$ cat config.mk
export PLATFORM = sky130hd
export DESIGN_NAME = vga_sync_decoder
export DESIGN_NICKNAME = d
export VERILOG_FILES = /design/src/rtl/vga_timing_pkg.sv /design/src/rtl/vga_sync_edge.sv /design/src/rtl/vga_sync_decoder.sv
export SDC_FILE = /design/constraint.sdc
export NUM_CORES = 1
export LEC_CHECK = 0
export BUFFER_PORTS_ARGS = -buffer_cell sky130_fd_sc_hd__buf_4
export CAP_MARGIN = 0
export CORE_MARGIN = 5
export CORE_UTILIZATION = 52
export CTS_CLUSTER_SIZE = 12
export DETAILED_ROUTE_END_ITERATION = 12
export PLACE_DENSITY = 0.75
export SLEW_MARGIN = 40
export SYNTH_ARGS = -nofsm -noshare
export SYNTH_HDL_FRONTEND = slang
export SYNTH_SLANG_ARGS = --single-unit
$ cat constraint.sdc
create_clock -name CLK_IN -period 3.03 [get_ports CLK_IN]
set_clock_uncertainty 0.05 [all_clocks]
set_input_delay 0.606 -clock CLK_IN [delete_from_list [all_inputs] [get_ports CLK_IN]]
set_output_delay 0.606 -clock CLK_IN [all_outputs]
set_load 0.01 [all_outputs]
$ cat src/rtl/vga_timing_pkg.sv
// ---------------------------------------------------------------------------
// vga_timing_pkg
// Shared 640x480 VGA timing constants for the timing generator and the
// receive-side sync decoder, plus the decoder's lock FSM state type and a
// saturating 10-bit increment used by its pixel/line counters.
// ---------------------------------------------------------------------------
package vga_timing_pkg;

  localparam int H_CLOCKS        = 800;  // pixel ticks per line
  localparam int H_PULSEW_CLOCKS = 96;   // HSYNC low width
  localparam int H_FRONTP_CLOCKS = 16;   // HSYNC rise to first active pixel
  localparam int H_DISP_CLOCKS   = 640;  // active pixels per line

  localparam int V_LINES         = 521;  // lines per frame
  localparam int V_PULSEW_LINES  = 2;    // VSYNC low width
  localparam int V_FRONTP_LINES  = 10;   // VSYNC rise to first active line
  localparam int V_DISP_LINES    = 480;  // active lines per frame

  localparam int LOCK_FRAMES     = 2;    // consecutive good frames to lock

  localparam int H_ACT_START = H_PULSEW_CLOCKS + H_FRONTP_CLOCKS;  // 112
  localparam int V_ACT_START = V_PULSEW_LINES + V_FRONTP_LINES;    // 12

  // ST_ prefix keeps the state names clear of the decoder's LOCKED port.
  typedef enum logic [1:0] {
    ST_SEARCH,
    ST_ACQUIRE,
    ST_LOCKED
  } sync_state_e;

  // Counters stick at all-ones so a missing sync can never wrap back into
  // the active window.
  function automatic logic [9:0] sat_inc(input logic [9:0] value);
    return (value == 10'h3FF) ? value : value + 10'd1;
  endfunction

endpackage

$ cat src/rtl/vga_sync_edge.sv
// ---------------------------------------------------------------------------
// vga_sync_edge
// Two-flop synchronizer for one active-low sync line, a third flop holding
// the previous synchronized level, and falling-edge detection.
//   CLK_IN    : system clock
//   RST_N     : asynchronous active-low reset (flops reset to idle-high)
//   sync_line : raw asynchronous sync input
//   fall      : high for one cycle when the synchronized level goes 1 -> 0
// ---------------------------------------------------------------------------
module vga_sync_edge (
  input  logic CLK_IN,
  input  logic RST_N,
  input  logic sync_line,
  output logic fall
);

  logic s1, s2, s3;

  // NOTE: sequential state uses non-blocking assignments so every flop
  // samples the pre-edge value of its neighbour, forming a true shift chain.
  always_ff @(posedge CLK_IN or negedge RST_N) begin
    if (!RST_N) begin
      // Idle level of an active-low sync is high; resetting to 1 prevents a
      // false falling edge straight out of reset.
      s1 <= 1'b1;
      s2 <= 1'b1;
      s3 <= 1'b1;
    end else begin
      s1 <= sync_line;
      s2 <= s1;
      s3 <= s2;
    end
  end

  assign fall = s3 & ~s2;

endmodule

$ cat src/rtl/vga_sync_decoder.sv
// ---------------------------------------------------------------------------
// vga_sync_decoder
// Receive-side counterpart of the 640x480 VGA timing generator. Samples the
// syncs and 3-3-2 RGB at the 50 MHz system clock, recovers the 25 MHz pixel
// phase and pixel/line counters, locks after LOCK_FRAMES good frames and
// emits active-area pixels with coordinates.
//   CLK_IN      : 50 MHz system clock
//   RST_N       : asynchronous active-low reset
//   H_SYNC      : active-low horizontal sync
//   V_SYNC      : active-low vertical sync
//   RGB_in      : pixel colour {R[2:0],G[2:0],B[1:0]}
//   PIX_VALID   : active pixel on PIX_RGB/X_OUT/Y_OUT (only while locked)
//   PIX_RGB     : captured pixel colour
//   X_OUT/Y_OUT : active column / row
//   FRAME_START : one-cycle pulse after a VSYNC fall while locked
//   LOCKED      : timing locked
//   SYNC_ERR    : one-cycle pulse on a line/frame length violation
// ---------------------------------------------------------------------------
module vga_sync_decoder
  import vga_timing_pkg::*;
#(
  parameter int H_CLOCKS        = vga_timing_pkg::H_CLOCKS,
  parameter int H_PULSEW_CLOCKS = vga_timing_pkg::H_PULSEW_CLOCKS,
  parameter int H_FRONTP_CLOCKS = vga_timing_pkg::H_FRONTP_CLOCKS,
  parameter int H_DISP_CLOCKS   = vga_timing_pkg::H_DISP_CLOCKS,
  parameter int V_LINES         = vga_timing_pkg::V_LINES,
  parameter int V_PULSEW_LINES  = vga_timing_pkg::V_PULSEW_LINES,
  parameter int V_FRONTP_LINES  = vga_timing_pkg::V_FRONTP_LINES,
  parameter int V_DISP_LINES    = vga_timing_pkg::V_DISP_LINES,
  parameter int LOCK_FRAMES     = vga_timing_pkg::LOCK_FRAMES
) (
  input  logic       CLK_IN,
  input  logic       RST_N,
  input  logic       H_SYNC,
  input  logic       V_SYNC,
  input  logic [7:0] RGB_in,
  output logic       PIX_VALID,
  output logic [7:0] PIX_RGB,
  output logic [9:0] X_OUT,
  output logic [9:0] Y_OUT,
  output logic       FRAME_START,
  output logic       LOCKED,
  output logic       SYNC_ERR
);

  localparam logic [9:0] H_LAST   = 10'(H_CLOCKS - 1);
  localparam logic [9:0] V_LAST   = 10'(V_LINES - 1);
  localparam logic [9:0] H_ACT_LO = 10'(H_PULSEW_CLOCKS + H_FRONTP_CLOCKS);
  localparam logic [9:0] H_ACT_HI = 10'(H_PULSEW_CLOCKS + H_FRONTP_CLOCKS + H_DISP_CLOCKS);
  localparam logic [9:0] V_ACT_LO = 10'(V_PULSEW_LINES + V_FRONTP_LINES);
  localparam logic [9:0] V_ACT_HI = 10'(V_PULSEW_LINES + V_FRONTP_LINES + V_DISP_LINES);
  localparam logic [3:0] LOCK_TARGET = 4'(LOCK_FRAMES);

  logic        h_fall, v_fall;
  logic [7:0]  rgb_s1, rgb_s2;
  logic        phase, tick;
  logic [9:0]  h_cnt, v_cnt, h_next, v_next;
  logic        h_err, v_err, err, h_win, v_win, pix_fire;
  logic [3:0]  good_frames, good_frames_next;
  sync_state_e state, state_next;

  vga_sync_edge u_h_edge (.CLK_IN(CLK_IN), .RST_N(RST_N), .sync_line(H_SYNC), .fall(h_fall));
  vga_sync_edge u_v_edge (.CLK_IN(CLK_IN), .RST_N(RST_N), .sync_line(V_SYNC), .fall(v_fall));

  // The hfall cycle is itself phase 0 (a tick), so ticks land every second
  // cycle starting exactly at the HSYNC edge.
  assign tick = ~phase | h_fall;

  // NOTE: every always_comb output gets a default before any branch, so no
  // path leaves a signal unassigned and no latch is inferred.
  always_comb begin
    h_next = h_cnt;
    if (h_fall)    h_next = '0;
    else if (tick) h_next = sat_inc(h_cnt);

    v_next = v_cnt;
    if (v_fall)      v_next = '0;   // wins over a simultaneous hfall
    else if (h_fall) v_next = sat_inc(v_cnt);
  end

  // Length checks: wrong count at the sync edge, or the count running past
  // the period without one.
  assign h_err = (h_fall && h_cnt != H_LAST) || (tick && !h_fall && h_cnt == H_LAST);
  assign v_err = (v_fall && v_cnt != V_LAST) || (h_fall && !v_fall && v_cnt == V_LAST);
  assign err   = (state != ST_SEARCH) && (h_err || v_err);

  always_comb begin
    state_next       = state;
    good_frames_next = good_frames;
    unique case (state)
      ST_SEARCH: begin
        if (v_fall) begin
          state_next       = ST_ACQUIRE;
          good_frames_next = '0;
        end
      end
      ST_ACQUIRE: begin
        if (err) begin
          state_next       = ST_SEARCH;
          good_frames_next = '0;
        end else if (v_fall) begin
          good_frames_next = good_frames + 4'd1;
          if (good_frames + 4'd1 == LOCK_TARGET) state_next = ST_LOCKED;
        end
      end
      ST_LOCKED: begin
        if (err) state_next = ST_SEARCH;
      end
      default: state_next = ST_SEARCH;
    endcase
  end

  // Window is judged on the count this tick assigns, which is the pixel
  // whose colour sits in rgb_s2 now: coordinate and colour stay paired.
  assign h_win    = (h_next >= H_ACT_LO) && (h_next < H_ACT_HI);
  assign v_win    = (v_next >= V_ACT_LO) && (v_next < V_ACT_HI);
  assign pix_fire = tick && h_win && v_win && LOCKED;

  always_ff @(posedge CLK_IN or negedge RST_N) begin
    if (!RST_N) begin
      rgb_s1      <= '0;
      rgb_s2      <= '0;
      phase       <= 1'b0;
      h_cnt       <= '0;
      v_cnt       <= '0;
      state       <= ST_SEARCH;
      good_frames <= '0;
      PIX_VALID   <= 1'b0;
      PIX_RGB     <= '0;
      X_OUT       <= '0;
      Y_OUT       <= '0;
      FRAME_START <= 1'b0;
      LOCKED      <= 1'b0;
      SYNC_ERR    <= 1'b0;
    end else begin
      rgb_s1      <= RGB_in;
      rgb_s2      <= rgb_s1;
      phase       <= h_fall ? 1'b1 : ~phase;
      h_cnt       <= h_next;
      v_cnt       <= v_next;
      state       <= state_next;
      good_frames <= good_frames_next;
      PIX_VALID   <= pix_fire;
      if (pix_fire) begin
        PIX_RGB <= rgb_s2;
        X_OUT   <= h_next - H_ACT_LO;
        Y_OUT   <= v_next - V_ACT_LO;
      end
      FRAME_START <= v_fall && (state_next == ST_LOCKED);
      LOCKED      <= (state_next == ST_LOCKED);
      SYNC_ERR    <= err;
    end
  end

endmodule

## Yosys cells after proc, flatten, opt, wreduce, memory -nomap -nowiden

Index checks and enable logic that the tools add are counted.

- Muxes and demuxes: 17
- Bitwise logic cells: 6
- $mul: 0
- Shift operators: 0
- Add/subtract/negate cells: 5
- $lt $le $gt $ge: 4
- Equal/unequal tests: 12
- Reductions and logical operators: 22
- Divide/modulo/power cells: 0

Operators with widths:

| kind | count |
|---|---|
| 10-bit two-way mux | 6 |
| 10-bit equality test, second input constant | 4 |
| 10-bit by 1-bit adder with 10-bit output, second input constant | 2 |
| 10-bit != test, second input constant | 2 |
| 1-bit logical AND | 13 |
| 4-bit two-way mux | 3 |
| 10-bit by 4-bit greater-or-equal comparator with 1-bit output, second input constant | 1 |
| 10-bit by 7-bit greater-or-equal comparator with 1-bit output, second input constant | 1 |
| 10-bit less-than comparator, second input constant | 1 |
| 10-bit by 9-bit less-than comparator with 1-bit output, second input constant | 1 |
| 2-bit two-way mux | 5 |
| 10-bit by 4-bit subtractor with 10-bit output, second input constant | 1 |
| 10-bit by 7-bit subtractor with 10-bit output, second input constant | 1 |
| 4-bit one-hot mux with 2 select lines | 1 |
| 2-bit one-hot mux with 3 select lines | 1 |
| 4-bit by 1-bit adder with 4-bit output, second input constant | 1 |
| 2-bit equality test, second input constant | 2 |
| 4-bit by 2-bit equality test with 1-bit output, second input constant | 1 |
| 2-bit nonzero test | 2 |
| 1-bit logical OR | 3 |
| 3-bit != test, second input constant | 1 |
| 1-bit inverter | 3 |
| 3-bit AND reduction | 1 |
| 1-bit bitwise AND | 2 |
| other kinds (6) | 7 |

- Output and inout port bits: 32
- Latch bits: 0
- Bits in writable memories: 0
- Bits in registers: 81
- Logic and storage cells: 86
- ROM bits: 0
- Input port bits: 12
- Memories: 0

## Depth between registers and ports, before layout

Gate-level depths: netlist of the first run.

- Word-level depth: 12
- Depth in mapped cells: 13
- Gate-level depth less buffers: 11

## Modules after synthesis

From an unflattened synthesis of the first run, not the netlist that was laid out.

- Cells, all modules: 304
- Area total of the unflattened synthesis: 3724.8 um^2

By module, submodules not included:

| module | area an instance (um^2) | cells each | sequential area each (um^2) | instances |
|---|---|---|---|---|
| vga_sync_decoder | 3539.6 | 296 | 1876.8 | 1 |
| vga_sync_edge | 92.6 | 4 | 78.8 | 2 |

## Least setup slack after synthesis of the first run

No wires, ideal clock.

- Path kind: reg2reg
- Start point: register u_v_edge.s3
- End point: register PIX_RGB[0]
- Arrival time: 2879 ps
- Buffers on the path: 3
- Setup slack: -24 ps
- Data required time: 2855 ps
- Period minus slack after synthesis: 3054 ps
- Cell stages (with the launch flop): 12
- Library setup time: 125 ps
- Path through: dfstp_2 > nor2b_1 > clkbuf_1 > nor2_1 > ha_1 > nand2b_1 > and4_1 > a311oi_1 > and3_4 > buf_6 > buf_8 > mux2_4

- Longest elaborated chain between the ends: 6
- Elaborated cells between the ends (all ways): 7
- Classes of those cells: 2 x order compare; 1 x mux; 1 x bitwise; 3 x reduce/logical

RTL lines:

| what | RTL line | RTL |
|---|---|---|
| start, declared | vga_sync_edge.sv:17 | `logic s1, s2, s3;` |
| start signal, assigned | vga_sync_edge.sv:27 | `s3 <= 1'b1;` |
| start signal, assigned | vga_sync_edge.sv:31 | `s3 <= s2;` |
| 1-bit bitwise AND * | vga_sync_edge.sv:35 | `assign fall = s3 & ~s2;` |
| 10-bit two-way mux * | vga_sync_decoder.sv:77 | `if (v_fall) v_next = '0;` |
| via v_next[3] | vga_sync_decoder.sv:57 | `logic [9:0] h_cnt, v_cnt, h_next, v_next;` |
| 10-bit by 4-bit greater-or-equal comparator with 1-bit output or 10-bit by 9-bit less-than comparator with 1-bit output (tied branches) | vga_sync_decoder.sv:116 | `assign v_win = (v_next >= V_ACT_LO) && (v_next < V_ACT_HI);` |
| 1-bit logical AND * | vga_sync_decoder.sv:116 |  |
| 1-bit logical AND * (2 in a row) | vga_sync_decoder.sv:117 | `assign pix_fire = tick && h_win && v_win && LOCKED;` |
| via pix_fire | vga_sync_decoder.sv:58 | `logic h_err, v_err, err, h_win, v_win, pix_fire;` |
| end signal, assigned | vga_sync_decoder.sv:145 | `PIX_RGB <= rgb_s2;` |
| end, declared | vga_sync_decoder.sv:38 | `output logic [7:0] PIX_RGB,` |

Mark *: on every way through the listed nets, which the timed path passes. The rest lies on a longest branch.
A chain may end at the register's enable or synchronous reset.

## Worst setup path in the final report of the first run

- Start point: register v_cnt[0]
- End point: register PIX_RGB[5]

- Longest elaborated chain between the ends: 8
- Elaborated cells between the ends (all ways): 10
- Classes of those cells: 1 x add/sub; 2 x order compare; 1 x eq/ne; 3 x mux; 3 x reduce/logical

RTL lines:

| what | RTL line | RTL |
|---|---|---|
| start, declared | vga_sync_decoder.sv:57 |  |
| start signal, assigned | vga_sync_decoder.sv:140 | `v_cnt <= v_next;` |
| 10-bit by 1-bit adder with 10-bit output or 10-bit equality test (tied branches) | vga_timing_pkg.sv:34 | `return (value == 10'h3FF) ? value : value + 10'd1;` |
| 10-bit two-way mux * | vga_timing_pkg.sv:34 |  |
| 10-bit two-way mux * | vga_sync_decoder.sv:78 | `else if (h_fall) v_next = sat_inc(v_cnt);` |
| 10-bit two-way mux * | vga_sync_decoder.sv:77 |  |
| via v_next[2] | vga_sync_decoder.sv:57 |  |
| 10-bit by 4-bit greater-or-equal comparator with 1-bit output or 10-bit by 9-bit less-than comparator with 1-bit output (tied branches) | vga_sync_decoder.sv:116 |  |
| 1-bit logical AND * | vga_sync_decoder.sv:116 |  |
| 1-bit logical AND * (2 in a row) | vga_sync_decoder.sv:117 |  |

Marks and branches as above.

==> results of run 1 <==
-- path summary, 6_finish.rpt --
kind | start | to | slack, ns | cells past startpoint
max in group asynchronous | RST_N | h_cnt[1] | 2.22 | 1
min in group CLK_IN | RGB_in[2] | rgb_s1[2] | 0.30 | 1
max reg2reg | v_cnt[0] | PIX_RGB[5] | 0.07 | 11
max | v_cnt[0] | PIX_RGB[5] | 0.07 | 11
min | RST_N | Y_OUT[0] | 0.22 | 1
min reg2reg | rgb_s1[3] | rgb_s2[3] | 0.30 | 0
-- flip-flops by register name, summed over array words and instances (netlist names), 2 cells and up --
register,count
X_OUT,10
Y_OUT,10
h_cnt,10
v_cnt,10
PIX_RGB,8
rgb_s1,8
rgb_s2,8
good_frames,4
state,2
-- per-layer routing --
| layer | vias up | wire [um] | global-route usage |
|---|---|---|---|
| met2 | 77 | 3698 | 0.2768 |
| met4 | 0 | 97 | 0.06017 |
| met5 | - | 0 | 0 |
| met1 | 1320 | 3385 | 0.2408 |
| met3 | 9 | 416 | 0.04247 |
| li1 | 1254 | - | - |
-- cell type report --
class | instances | area [um^2] | share of cell area
Clock buffer | 9 | 123.9 | 0.02631
Multi-Input combinational cell | 197 | 1637 | 0.3476
Tap cell | 96 | 120.1 | 0.02551
Timing Repair Buffer | 82 | 661.9 | 0.1406
Inverter | 12 | 45.04 | 0.009567
Sequential cell | 81 | 2034 | 0.4321
Clock inverter | 7 | 86.33 | 0.01834
-- what timing repair did --
item / CTS / global route
resized for setup: 1 / 30
buffers inserted: 1 / 3
pin swaps: 2 / 7
hold buffers: 0 / 0
setup endpoints to repair: 17 / 26
cloned: 0 / 1
-- cell usage in the layout, fill, tap and decap left out, types with 4 or more instances in the layout --
cell / Yosys / routed
a21oi_1: 10 / 10
a311oi_2: 3 / 5
a31oi_1: 5 / 5
and4_1: 5 / 5
buf_4: 1 / 78
clkbuf_8: 0 / 9
dfrtp_1: 75 / 75
dfstp_2: 6 / 6
ha_2: 0 / 4
inv_1: 12 / 12
mux2_4: 7 / 26
mux2i_1: 4 / 4
nand2_1: 14 / 14
nand3_1: 6 / 6
nand3b_1: 4 / 4
nor2_1: 18 / 18
nor3_1: 9 / 8
o21ai_0: 11 / 11
xnor2_1: 8 / 8
xor2_1: 8 / 8
-- power by group through the flow --
| stage | clock network, mW | logic, mW | registers (mW) |
|---|---|---|---|
| finish | 0.828 | 0.218 | 1.18 |
| global route | 0.896 | 0.247 | 1.19 |
| CTS | 0.847 | 0.210 | 1.18 |
| detailed placement | 0 | 0.209 | 1.20 |
| global placement | 0 | 0.201 | 1.20 |
| floorplan | 0 | 0.108 | 1.20 |
-- through the flow --
stage / area, um^2 / hold WS (ns) / setup TNS (ns)
final: 4708 / 0.2243 / 0
after floorplan: 3654 / 0.2604 / 0
after global routing: 4708 / 0.2743 / -0.3608
after CTS: 4548 / 0.2558 / 0
after detailed placement: 4324 / 0.2879 / 0
after global placement: 4320 / 0.2816 / 0
-- kinds of logic (layout without fill, tap and decap cells) --
| family | count (synthesis) | count (layout) | share of synthesized area |
|---|---|---|---|
| flops | 81 | 81 | 0.5586 |
| compound gates | 52 | 52 | 0.1044 |
| mux | 30 | 30 | 0.09859 |
| simple gates | 92 | 92 | 0.1481 |
| xor+xnor | 16 | 16 | 0.03848 |
| fa+ha+maj | 7 | 7 | 0.02405 |
| buf+inv | 20 | 110 | 0.02782 |
-- worst reg2reg max path: stages, from the launching register on --
cell and delay, ns:
dfrtp_1 0.40, ha_2 0.22, and3b_2 0.24, o211ai_1 0.25, inv_1 0.11, ha_2 0.21
nand2b_1 0.15, and4_1 0.19, a311oi_2 0.25, and3_4 0.29, buf_4 0.19, mux2_4 0.31
==> flow_summary.ini, run 1 <==
[yosys]
synth.area.top_cells = dfrtp_1 (52%), mux2_2 (5.9%), dfstp_2 (4.3%), mux2_4 (2.9%), ha_1 (2.4%)
syn_area_mm2 = 0.003642
yosysMostFrequentCell = dfrtp_1
syn_nets = 317
synth_top_area_share = 0.5153
ys_ff_latch = 81
synth_seq_area_share = 0.5586
syn_inst = 298
synth-edff-count = 0
synth_area_leader_cell = dfrtp_1
synth.avg_cell_area_um2 = 12.22
yosysWarnings = 0
synth_flop_cell = dfrtp_1
async_flop_share = 1.000
synth_common_cells = dfrtp_1 (75), mux2_2 (19), nor2_1 (18)
synth_cell_types = 53

[cts]
clk_pin_slew_worst_paths_ns = 0.09
clock-sinks = 81
clk_path_buf_depth = 2
root_buffer = clkbuf_8
cts_tree = done
htreeDepth = 3
clk_latency_ns = 0.35
numCtsBuffers = 9

[layout]
instances_no_fill = 484
syn_to_final_growth_pct = 29.27
drive_above_1_share = 0.3969
layout.nets = 402
nFillCells = 463
diodes = 0
final_util = 0.6930

[route]
wl_mm = 7.597
ant_nets = 0
num_vias = 2660
firstDrtPassIters = 4
drtIter0Drc = 255
drt-vias-per-instance = 5.496
wire_per_inst_um = 15.70
drc = 0

[floorplanning]
die_h_um = 93.69
top_level_ports = 44
coreArea_mm2 = 0.006794
dieArea_mm2 = 0.008778
initial_core_util = 0.5361
die_x_um = 93.69
rows = 30

[critical_path]
required_ns = 3.22
path_cells = ha_2, and3b_2, o211ai_1, inv_1, ha_2, nand2b_1, and4_1, a311oi_2, and3_4, buf_4, mux2_4
path_delay_family = simple AND/OR/NAND/NOR gates
worstSetupPathType = flip-flop to flip-flop
critPathMaxStageDelay_ns = 0.40
worstPathArrival_ns = 3.15
cp-start-kind = flip-flop
worstPathMaxFanout = 5
worstSetupEndpointType = flip-flop
crit_buf_inv = 2
cp_common_cell = ha_2
cpMaxStageDelayCell = dfrtp_1

[power]
intPower_mw = 1.627
power_mw = 2.225
clockPowerShare = 0.372
comb_power_share = 0.098
leakage_nw = 2.197
p_sw_mw = 0.5985
seqPwrFrac = 0.530
power_density_mw_per_mm2 = 472.6
ir_drop_uv = 418.4
swShare = 0.2690

[sta]
rsz0062_at_grt = yes
clock.fmax_mhz = 338.4
fin_crit_sh = 0.9754
finalSetupViolations = 0
worst_slew_pin_slew_ns = 0.7013
layout_setup_ws_ns = 0.07452
finalCriticalPeriod_ns = 2.955
relSlewSlack = 0.5324
report.final.slew_viol_count = 0
hold_viol_final = 0

[placement]
port_buffers = 43
placed_cells = 463
dp_hpwl_mm = 5.161
gp_congestion = 0.9016
pre_cts_ws_ns = 0.002285

[grt]
grt_pass1_wl_mm = 12.35
grt-ovfl-total = 0
antenna_found_initial = 0
grt_pass1_vias = 2653
grt_max_degree = 82
gr-usage-all-layers = 0.1766

[min_path]
min_path_type = primary input to async pin

[outcome]
status = complete, no violations

[flow_run]
cap_viol_max_count = 0
Note: power is estimated with default switching activity, not from simulation.
==> run 2, diff against run 1 <==
--- a/config.mk
+++ b/config.mk
@@ -15,4 +15,5 @@
 export SLEW_MARGIN = 40
 export SYNTH_ARGS = -nofsm -noshare
 export SYNTH_HDL_FRONTEND = slang
+export SYNTH_HIERARCHICAL = 1
 export SYNTH_SLANG_ARGS = --single-unit
==> run 2 against run 1 <==
  * Die area up 2.0%
  * Non-clock buffer count fell by 23
  * Wire length shrank 5.1%
  * Clock-buffer cell count stayed put
  * Global-route usage down 0.27 points
  * Register-to-register slack got worse by 0.02 ns
  * Critical endpoint is now PIX_RGB[4]
  * Largest cell class unchanged
  * Largest power group unchanged
  * Highest routed layer unchanged
==> flow_summary.ini, run 2 <==
[grt]
grt_max_degree = 82
antenna_found_initial = 0
grt_pass1_vias = 2611
grt_pass1_wl_mm = 12.20
grt-ovfl-total = 0
gr-usage-all-layers = 0.1738

[sta]
finalCriticalPeriod_ns = 2.974
report.final.slew_viol_count = 0
worst_slew_pin_slew_ns = 0.6976
finalSetupViolations = 0
clock.fmax_mhz = 336.3
fin_setup_tns_ns = 0
hold_viol_final = 0
relSlewSlack = 0.5350
fin_crit_sh = 0.9814
whs_ns = 0.2368

[cts]
root_buffer = clkbuf_8
cts_tree = done
htreeDepth = 3
clk_pin_slew_worst_paths_ns = 0.09
clock-sinks = 81
numCtsBuffers = 9
clk_path_buf_depth = 2
clk_latency_ns = 0.35

[route]
drtIter0Drc = 136
firstDrtPassIters = 4
drt-vias-per-instance = 5.580
wire_per_inst_um = 15.53
drc = 0
wl_mm = 7.208
ant_nets = 0
num_vias = 2589

[yosys]
synth_top_area_share = 0.5039
synth_flop_cell = dfrtp_1
syn_inst = 304
synth_seq_area_share = 0.5462
yosysWarnings = 6
ys_ff_latch = 81
yosysMostFrequentCell = dfrtp_1
synth.area.top_cells = dfrtp_1 (50%), dfstp_2 (4.2%), mux2_2 (4.2%), mux2_4 (4.0%), ha_1 (2.4%)
syn_nets = 323
synth.avg_cell_area_um2 = 12.25
synth_common_cells = dfrtp_1 (75), nor2_1 (17), mux2_2 (14)
async_flop_share = 1.000
synth_area_leader_cell = dfrtp_1
synth-edff-count = 0
syn_area_mm2 = 0.003725
synth_cell_types = 61

[floorplanning]
die_x_um = 94.64
rows = 30
coreArea_mm2 = 0.006869
die_h_um = 94.64
dieArea_mm2 = 0.008956
initial_core_util = 0.5423
top_level_ports = 44

[power]
power_mw = 2.295
power_density_mw_per_mm2 = 509.2
leakage_nw = 2.181
ir_drop_uv = 429.1

[placement]
gp_congestion = 0.8064
placed_cells = 444
dp_hpwl_mm = 4.913
port_buffers = 43

[layout]
diodes = 0
drive_above_1_share = 0.3614
syn_to_final_growth_pct = 20.99
layout.nets = 382
final_cell_mix = dfrtp_1 (75), buf_4 (56), nor2_1 (17), mux2_2 (14), nand2_1 (13)
final_common_cell = dfrtp_1
final_util = 0.6561
instances_no_fill = 464

[min_path]
min_path_type = primary input to async pin

[critical_path]
cp-start-kind = flip-flop
worstPathArrival_ns = 3.16
rrSetupSlack_ns = 0.06
worstSetupPathType = flip-flop to flip-flop
rr_worst_depth = 11
worstSetupEndpointType = flip-flop
r2r_start = h_cnt[0]
r2r_end = PIX_RGB[4]
worstSetupEndpoint = PIX_RGB[4]
critPathLaunch = h_cnt[0]
worstPathMaxFanout = 15
required_ns = 3.21

[flow_run]
cap_viol_max_count = 0

[outcome]
status = complete, no violations
==> run 2: stage by stage <==
step	worst slack (ns)	area, um^2
after floorplan	0.1926	3725
after global placement	0.1225	4208
after detailed placement	0.05142	4212
after CTS	0.03067	4443
after global routing	-0.06552	4507
final	0.05637	4507
==> run 2: worst min-delay path by stage <==
stage	from	end	slack [ns]
after floorplan	RST_N	FRAME_START	0.26
after global placement	rgb_s1[4]	rgb_s2[4]	0.28
after detailed placement	rgb_s1[2]	rgb_s2[2]	0.29
after CTS	RST_N	X_OUT[5]	0.26
after global routing	V_SYNC	u_v_edge/s1	0.28
final	RST_N	rgb_s2[4]	0.24
==> run 2: layout make-up <==
class	instances	area (um^2)
Sequential cell	81	2034
Multi-Input combinational cell	200	1604
Clock inverter	7	107.6
Timing Repair Buffer	59	471.7
Tap cell	96	120.1
Clock buffer	9	123.9
Inverter	12	45.04
Fill cell	511	2362
==> run 2: cell families (layout without fill, tap and decap cells) <==
kind of cell,count (synthesis),after routing,share of synthesized area
AO/OA/AOI/OAI,53,53,0.1098
XOR/XNOR,14,14,0.03292
adder cells (fa/ha/maj),7,7,0.02351
buffers and inverters,23,87,0.03459
flip-flops,81,81,0.5462
multiplexers,31,31,0.1018
AND/OR/NAND/NOR,95,95,0.1512
==> run 2: power breakdown <==
part           switching [mW]  internal, mW  leakage, nW  total [mW]
clock                   0.424         0.481        0.114       0.906
sequential             0.0477          1.13         1.06        1.18
combinational           0.117        0.0910         1.00       0.208
total                   0.589          1.71         2.18        2.29
==> run 2: metal layers <==
layer | global-route usage | routed length [um]
met3 | 0.04622 | 378
met1 | 0.2339 | 3175
met2 | 0.2748 | 3541
met5 | 0 | 0
met4 | 0.05649 | 113
==> run 2: critical path, stage by stage (launching register included) <==
cell and delay (ns):
dfrtp_1 0.41, ha_2 0.24, nand4_2 0.18, or3_1 0.41, a31oi_2 0.27, ha_2 0.27
o211ai_1 0.09, o21bai_1 0.16, o22ai_2 0.14, o211ai_4 0.12, buf_12 0.20, mux2_2 0.34
==> run 2: timing repair <==
action | CTS | global route
hold buffers | 0 | 0
resized for setup | 0 | 9
hold endpoints to repair | 0 | 0
buffers inserted | 0 | 4
setup endpoints to repair | 0 | 26
